$ cat src/rtl/ysyx_24100006_wbu_pkg.sv
// Write-back stage shared definitions: GPR source and CSR op encodings, FSM states,
// trap CSR addresses and the latched instruction record. The controller uses the same codes.
package ysyx_24100006_wbu_pkg;

    typedef enum logic [2:0] {
        GPR_SRC_ALU  = 3'b000,
        GPR_SRC_LOAD = 3'b001,
        GPR_SRC_PC4  = 3'b010,
        GPR_SRC_IMM  = 3'b011,
        GPR_SRC_CSR  = 3'b100
    } gpr_src_e;

    typedef enum logic [1:0] {
        CSR_OP_WRITE  = 2'b00,
        CSR_OP_SET    = 2'b01,
        CSR_OP_CLEAR  = 2'b10,
        CSR_OP_WRITE2 = 2'b11
    } csr_op_e;

    typedef enum logic [1:0] {
        S_IDLE  = 2'd0,
        S_WB    = 2'd1,
        S_TRAP2 = 2'd2
    } wbu_state_e;

    localparam logic [11:0] MEPC_ADDR_DEF   = 12'h341;
    localparam logic [11:0] MCAUSE_ADDR_DEF = 12'h342;

    // Select fields stay raw bit vectors: undefined codes must fall through to zero.
    typedef struct packed {
        logic        is_break;
        logic [31:0] pc;
        logic [31:0] alu_result;
        logic [31:0] sext_imm;
        logic [31:0] rs1_data;
        logic [31:0] csr_rdata;
        logic [31:0] mem_rdata;
        logic        irq;
        logic [7:0]  irq_no;
        logic        gpr_we;
        logic [3:0]  gpr_waddr;
        logic [2:0]  gpr_sel;
        logic        csr_we;
        logic [11:0] csr_waddr;
        logic [1:0]  csr_op;
    } wb_entry_t;

endpackage

$ cat src/rtl/ysyx_24100006_MuxKey.sv
// Generic key-matched mux: each LUT entry is {key, data}, entry 0 in the low bits.
// The last matching entry wins; no match yields default_i.
module ysyx_24100006_MuxKey #(
    parameter int NR_KEY   = 2,
    parameter int KEY_LEN  = 1,
    parameter int DATA_LEN = 1
) (
    input  logic [KEY_LEN-1:0]                    key_i,
    input  logic [DATA_LEN-1:0]                   default_i,
    input  logic [NR_KEY*(KEY_LEN+DATA_LEN)-1:0]  lut_i,
    output logic [DATA_LEN-1:0]                   out_o
);
    localparam int PAIR_LEN = KEY_LEN + DATA_LEN;

    always_comb begin
        out_o = default_i;
        for (int i = 0; i < NR_KEY; i++) begin
            if (lut_i[i*PAIR_LEN+DATA_LEN +: KEY_LEN] == key_i)
                out_o = lut_i[i*PAIR_LEN +: DATA_LEN];
        end
    end
endmodule

$ cat src/rtl/ysyx_24100006_wbu.sv
// Write-back stage: latches one retired instruction, drives GPR/CSR write strobes,
// sequences trap writes (mepc then mcause) and emits one commit pulse per instruction.
module ysyx_24100006_wbu
    import ysyx_24100006_wbu_pkg::*;
#(
    parameter logic [11:0] MEPC_ADDR   = MEPC_ADDR_DEF,
    parameter logic [11:0] MCAUSE_ADDR = MCAUSE_ADDR_DEF
) (
    input  logic        clk,
    input  logic        reset,
    input  logic        wb_in_valid,
    output logic        wb_in_ready,
    input  logic        is_break_i,
    input  logic [31:0] pc_W,
    input  logic [31:0] alu_result_W,
    input  logic [31:0] sext_imm_W,
    input  logic [31:0] rs1_data_W,
    input  logic [31:0] rdata_csr_W,
    input  logic [31:0] Mem_rdata_extend,
    input  logic        irq_W,
    input  logic [7:0]  irq_no_W,
    input  logic        Gpr_Write_W,
    input  logic [3:0]  Gpr_Write_Addr_W,
    input  logic [2:0]  Gpr_Write_RD_W,
    input  logic        Csr_Write_W,
    input  logic [11:0] Csr_Write_Addr_W,
    input  logic [1:0]  Csr_Write_RD_W,
    output logic        gpr_wen,
    output logic [3:0]  gpr_waddr,
    output logic [31:0] gpr_wdata,
    output logic        csr_wen,
    output logic [11:0] csr_waddr,
    output logic [31:0] csr_wdata,
    output logic        commit_valid,
    output logic [31:0] commit_pc,
    output logic        ebreak_o
);
    wbu_state_e state_q, state_d;
    wb_entry_t  entry_q, entry_d;
    wb_entry_t  entry_in;
    logic [31:0] pc_plus4;
    logic [31:0] csr_op_data;

    assign entry_in = '{
        is_break:   is_break_i,
        pc:         pc_W,
        alu_result: alu_result_W,
        sext_imm:   sext_imm_W,
        rs1_data:   rs1_data_W,
        csr_rdata:  rdata_csr_W,
        mem_rdata:  Mem_rdata_extend,
        irq:        irq_W,
        irq_no:     irq_no_W,
        gpr_we:     Gpr_Write_W,
        gpr_waddr:  Gpr_Write_Addr_W,
        gpr_sel:    Gpr_Write_RD_W,
        csr_we:     Csr_Write_W,
        csr_waddr:  Csr_Write_Addr_W,
        csr_op:     Csr_Write_RD_W
    };

    always_ff @(posedge clk or posedge reset) begin
        if (reset) begin
            state_q <= S_IDLE;
            entry_q <= '0;
        end else begin
            state_q <= state_d;
            entry_q <= entry_d;
        end
    end

    // Wraps modulo 2^32 by construction.
    assign pc_plus4 = entry_q.pc + 32'd4;

    ysyx_24100006_MuxKey #(.NR_KEY(5), .KEY_LEN(3), .DATA_LEN(32)) u_gpr_mux (
        .key_i     (entry_q.gpr_sel),
        .default_i (32'd0),
        .lut_i     ({GPR_SRC_CSR,  entry_q.csr_rdata,
                     GPR_SRC_IMM,  entry_q.sext_imm,
                     GPR_SRC_PC4,  pc_plus4,
                     GPR_SRC_LOAD, entry_q.mem_rdata,
                     GPR_SRC_ALU,  entry_q.alu_result}),
        .out_o     (gpr_wdata)
    );

    ysyx_24100006_MuxKey #(.NR_KEY(4), .KEY_LEN(2), .DATA_LEN(32)) u_csr_mux (
        .key_i     (entry_q.csr_op),
        .default_i (entry_q.rs1_data),
        .lut_i     ({CSR_OP_WRITE2, entry_q.rs1_data,
                     CSR_OP_CLEAR,  entry_q.csr_rdata & ~entry_q.rs1_data,
                     CSR_OP_SET,    entry_q.csr_rdata | entry_q.rs1_data,
                     CSR_OP_WRITE,  entry_q.rs1_data}),
        .out_o     (csr_op_data)
    );

    always_comb begin
        state_d      = state_q;
        entry_d      = entry_q;
        wb_in_ready  = 1'b0;
        gpr_wen      = 1'b0;
        csr_wen      = 1'b0;
        csr_waddr    = entry_q.csr_waddr;
        csr_wdata    = csr_op_data;
        commit_valid = 1'b0;
        case (state_q)
            S_IDLE: begin
                wb_in_ready = 1'b1;
                if (wb_in_valid) begin
                    entry_d = entry_in;
                    state_d = S_WB;
                end
            end
            S_WB: begin
                gpr_wen = entry_q.gpr_we && (entry_q.gpr_waddr != 4'd0);
                // A trap overrides the instruction's own CSR write.
                if (entry_q.irq) begin
                    csr_wen   = 1'b1;
                    csr_waddr = MEPC_ADDR;
                    csr_wdata = entry_q.pc;
                    state_d   = S_TRAP2;
                end else begin
                    csr_wen      = entry_q.csr_we;
                    commit_valid = 1'b1;
                    state_d      = S_IDLE;
                end
            end
            S_TRAP2: begin
                csr_wen      = 1'b1;
                csr_waddr    = MCAUSE_ADDR;
                csr_wdata    = {24'd0, entry_q.irq_no};
                commit_valid = 1'b1;
                state_d      = S_IDLE;
            end
            default: state_d = S_IDLE;
        endcase
    end

    assign gpr_waddr = entry_q.gpr_waddr;
    assign commit_pc = entry_q.pc;
    assign ebreak_o  = entry_q.is_break && commit_valid;

endmodule

$ cat config.mk
export PLATFORM = sky130hd
export DESIGN_NAME = ysyx_24100006_wbu
export DESIGN_NICKNAME = d
export VERILOG_FILES = /design/src/rtl/ysyx_24100006_wbu_pkg.sv /design/src/rtl/ysyx_24100006_MuxKey.sv /design/src/rtl/ysyx_24100006_wbu.sv
export SDC_FILE = /design/constraint.sdc
export NUM_CORES = 1
export LEC_CHECK = 0
export ABC_CLOCK_PERIOD_IN_PS = 9200
export BUFFER_PORTS_ARGS = -buffer_cell sky130_fd_sc_hd__buf_2
export CAP_MARGIN = 20
export CORE_UTILIZATION = 56
export CTS_BUF_LIST = sky130_fd_sc_hd__clkbuf_8
export CTS_CLUSTER_DIAMETER = 40
export CTS_CLUSTER_SIZE = 30
export DETAILED_ROUTE_END_ITERATION = 8
export PLACE_DENSITY_LB_ADDON = 0.1
export SETUP_SLACK_MARGIN = 0.2
export SYNTH_ARGS = -nofsm -noshare
export SYNTH_HDL_FRONTEND = slang
export SYNTH_HIERARCHICAL = 1
export SYNTH_SLANG_ARGS = --single-unit
$ cat constraint.sdc
create_clock -name clk -period 9.2 [get_ports clk]
set_input_delay 0.92 -clock clk [delete_from_list [all_inputs] [get_ports clk]]
set_output_delay 0.92 -clock clk [all_outputs]
set_load 0.01 [all_outputs]
==> results.sh <==
export IMPL_endpoint_kind="output pin"
export IMPL_grt_max_degree=81
export IMPL_ys_seq_elements=227
export IMPL_required_ns=8.28
export IMPL_report_final_slew_viol_count=0
export IMPL_dieArea_sq_mm=0.0261
export IMPL_rows=58
export IMPL_cts_tree="yes"
export IMPL_seq_area_frac_synth=0.398
export IMPL_cts_buffer_depth=3
export IMPL_vias=11500
export IMPL_hp_class="in -> async"
export IMPL_setup_tns_final_ns=0
export IMPL_nFillCells=2057
export IMPL_antenna_found_initial=8
export IMPL_die_h_um=162
export IMPL_power_internal_mw=4.12
export IMPL_worstSetupPathType="reg -> out"
export IMPL_layout_min_cycle_time_ns=4.35
export IMPL_synth_cell_types=57
export IMPL_postCtsSetupBuffers=0
export IMPL_p_clk_frac=0.138
export IMPL_mostFrequentLayoutCells="344 x buf_2, 227 x dfrtp_1, 226 x mux2_2"
export IMPL_async_flop_share=1.00
export IMPL_ctsResizeCount=0
export IMPL_reg2reg_setup_slack_ns=5.98
export IMPL_cp_max_fo=33
export IMPL_wl_um=40400
export IMPL_arrival_ns=3.43
export IMPL_synth_edf_count=0
export IMPL_gr_total_overflow=0
export IMPL_syn2layout_area_growth_pct=18.2
export IMPL_layout_drive_gt1_share=0.470
export IMPL_cellPowerDensity_mw_per_mm2=444
export IMPL_core_region_area_sq_mm=0.0251
export IMPL_cts_made_buffers=35
export IMPL_peakVddDrop_mv=0.281
export IMPL_start_util=0.568
export IMPL_cp_slowest_cell="xnor2_4"
export IMPL_status="finished clean"
export IMPL_synth_avg_cell_area_sq_um=11.2
export IMPL_combPwrFrac=0.576
export IMPL_finalSetupViolations=0
export IMPL_yosysWarnings=6
export IMPL_grt_pass1_wl_um=62200
export IMPL_dpl_hpwl_um=28800
export IMPL_dr_first_iter_drc_count=977
export IMPL_critPathMaxStageDelay_ns=0.81
export IMPL_root_buffer="clkbuf_8"
export IMPL_ios=345
export IMPL_post_route_period_util=0.473
export IMPL_fin_nets=1810
export IMPL_holdBufCountCts=0
export IMPL_pwr_share_seq=0.285
export IMPL_finalHoldViolations=0
export IMPL_slew_headroom=0.368
export IMPL_fin_skew_ns=0.0177
export IMPL_switching_power_mw=3.35
export IMPL_drc=0
export IMPL_htreeDepth=2
export IMPL_wl_per_cell_um=20.8
export IMPL_via_per_inst=5.95
export IMPL_p_leak_nw=7.30
export IMPL_final_common_cell="buf_2"
export IMPL_synth_ff_type="dfrtp_1"
export IMPL_portBuffers=344
export IMPL_critPathLaunchType="flop"
export IMPL_synth_cells=1269
export IMPL_gp_congestion=0.901
export IMPL_grt_total_usage=0.307
export IMPL_cts_sinks=227
export IMPL_fmax_mhz=230
export IMPL_grt_pass1_vias=11000
export IMPL_switching_share=0.448
export IMPL_place_ws_ns=5.52
export IMPL_final_antenna_net_count=0
export IMPL_maxCapViolCount=0
export IMPL_rsz0062_at_grt="no"
export IMPL_mappedNetlistArea_sq_mm=0.0143
export IMPL_insertion_delay_ns=0.54
export IMPL_die_w_um=162
export IMPL_setup_ws_ns=4.85
export IMPL_dr_pass1_iters=7
export IMPL_rr_worst_depth=6
export IMPL_path_cells="xnor2_4 > and3_4 > o311ai_1 > a211oi_1 > buf_2"
export IMPL_path_clk_slew_ns=0.07
export IMPL_worstMarginPinSlew_ns=0.948
cell usage after synthesis, types with 9 or more instances:
library cell	n	share of area
a211oi_1	59	0.031
a221oi_2	30	0.032
a22o_1	25	0.015
and2_1	9	0.0039
and4_1	34	0.021
buf_2	48	0.017
buf_4	46	0.024
buf_6	12	0.0095
clkbuf_1	42	0.011
dfrtp_1	227	0.40
mux2_2	226	0.18
mux2i_1	32	0.022
nand2_1	31	0.0082
nand3_1	14	0.0049
nand4_1	10	0.0044
nand4b_1	32	0.020
nor2_1	75	0.020
nor2b_1	34	0.015
nor3_1	33	0.012
o22ai_1	32	0.014
o311ai_1	26	0.016
o31a_1	32	0.020
or2_2	32	0.014
xnor2_1	32	0.020
xor2_1	10	0.0061
layout make-up:
class / count / area [sq um] / share of cell area
clock inverters: 23 / 328 / 0.0195
multi-input cells: 938 / 7890 / 0.468
inverters: 8 / 37.5 / 0.00223
flip-flops and latches: 227 / 5680 / 0.337
clock buffers: 38 / 523 / 0.0310
repair buffers: 367 / 1960 / 0.116
well taps: 330 / 413 / 0.0245
diodes: 8 / 20.0 / 0.00119
registers in the layout, indices dropped and copies added (netlist names):
register	cells
commit_pc	32
entry_q	189
gpr_waddr	4
state_q	2
per-layer routing:
layer | global-route usage | vias up | share of wire
li1 | - | 5319 | -
met1 | 0.449 | 5649 | 0.46
met2 | 0.465 | 480 | 0.45
met3 | 0.0431 | 85 | 0.061
met4 | 0.107 | 0 | 0.032
met5 | 0 | - | 0
worst max-delay path: cells and delay by family (launching register included):
family | cells | cell delay [ns]
xor+xnor | 1 | 0.81
compound gates | 2 | 0.63
flops | 1 | 0.61
simple gates | 1 | 0.61
buf+inv | 1 | 0.22
logic make-up (layout without fill, tap and decap cells):
kind of cell,Yosys count,after routing,share of synthesized area
other,2,66,0.000527
AOI/OAI and AO/OA,238,238,0.150
adders and majority gates,5,5,0.00439
DFF,227,227,0.398
buffers and inverters,160,436,0.0650
and+or+nand+nor,325,325,0.138
muxes,258,258,0.201
xor gates and xnor gates,54,54,0.0426
power groups by stage:
stage                     sequential [mW]  clock (mW)  combinational, mW
after detailed placement             2.13           0               4.22
final                                2.13        1.03               4.31
after global placement               2.10           0               4.15
after floorplan                      1.84           0               3.34
after CTS                            2.11        1.06               4.24
after global routing                 2.20        1.10               4.62
per-stage QoR:
step | util | area [sq um] | power, mW | cells | hold slack, ns
after floorplan | - | 14500 | 5.18 | 1325 | 0.470
after global placement | 0.632 | 15900 | 6.25 | 1863 | 0.479
after detailed placement | 0.632 | 15900 | 6.36 | 1863 | 0.486
after CTS | 0.666 | 16700 | 7.41 | 1924 | 0.431
after global routing | 0.671 | 16800 | 7.92 | 1939 | 0.466
final | 0.671 | 16800 | 7.47 | 1939 | 0.423
worst paths after layout:
check                        startpoint       endpoint
max in group asynchronous         reset   entry_q[133]
min in group clk           entry_q[180]   entry_q[180]
min reg2reg                entry_q[180]   entry_q[180]
max                         entry_q[16]  gpr_wdata[30]
min                               reset   entry_q[166]
max reg2reg                  state_q[0]   entry_q[181]
(Power assumes the default switching activity.)
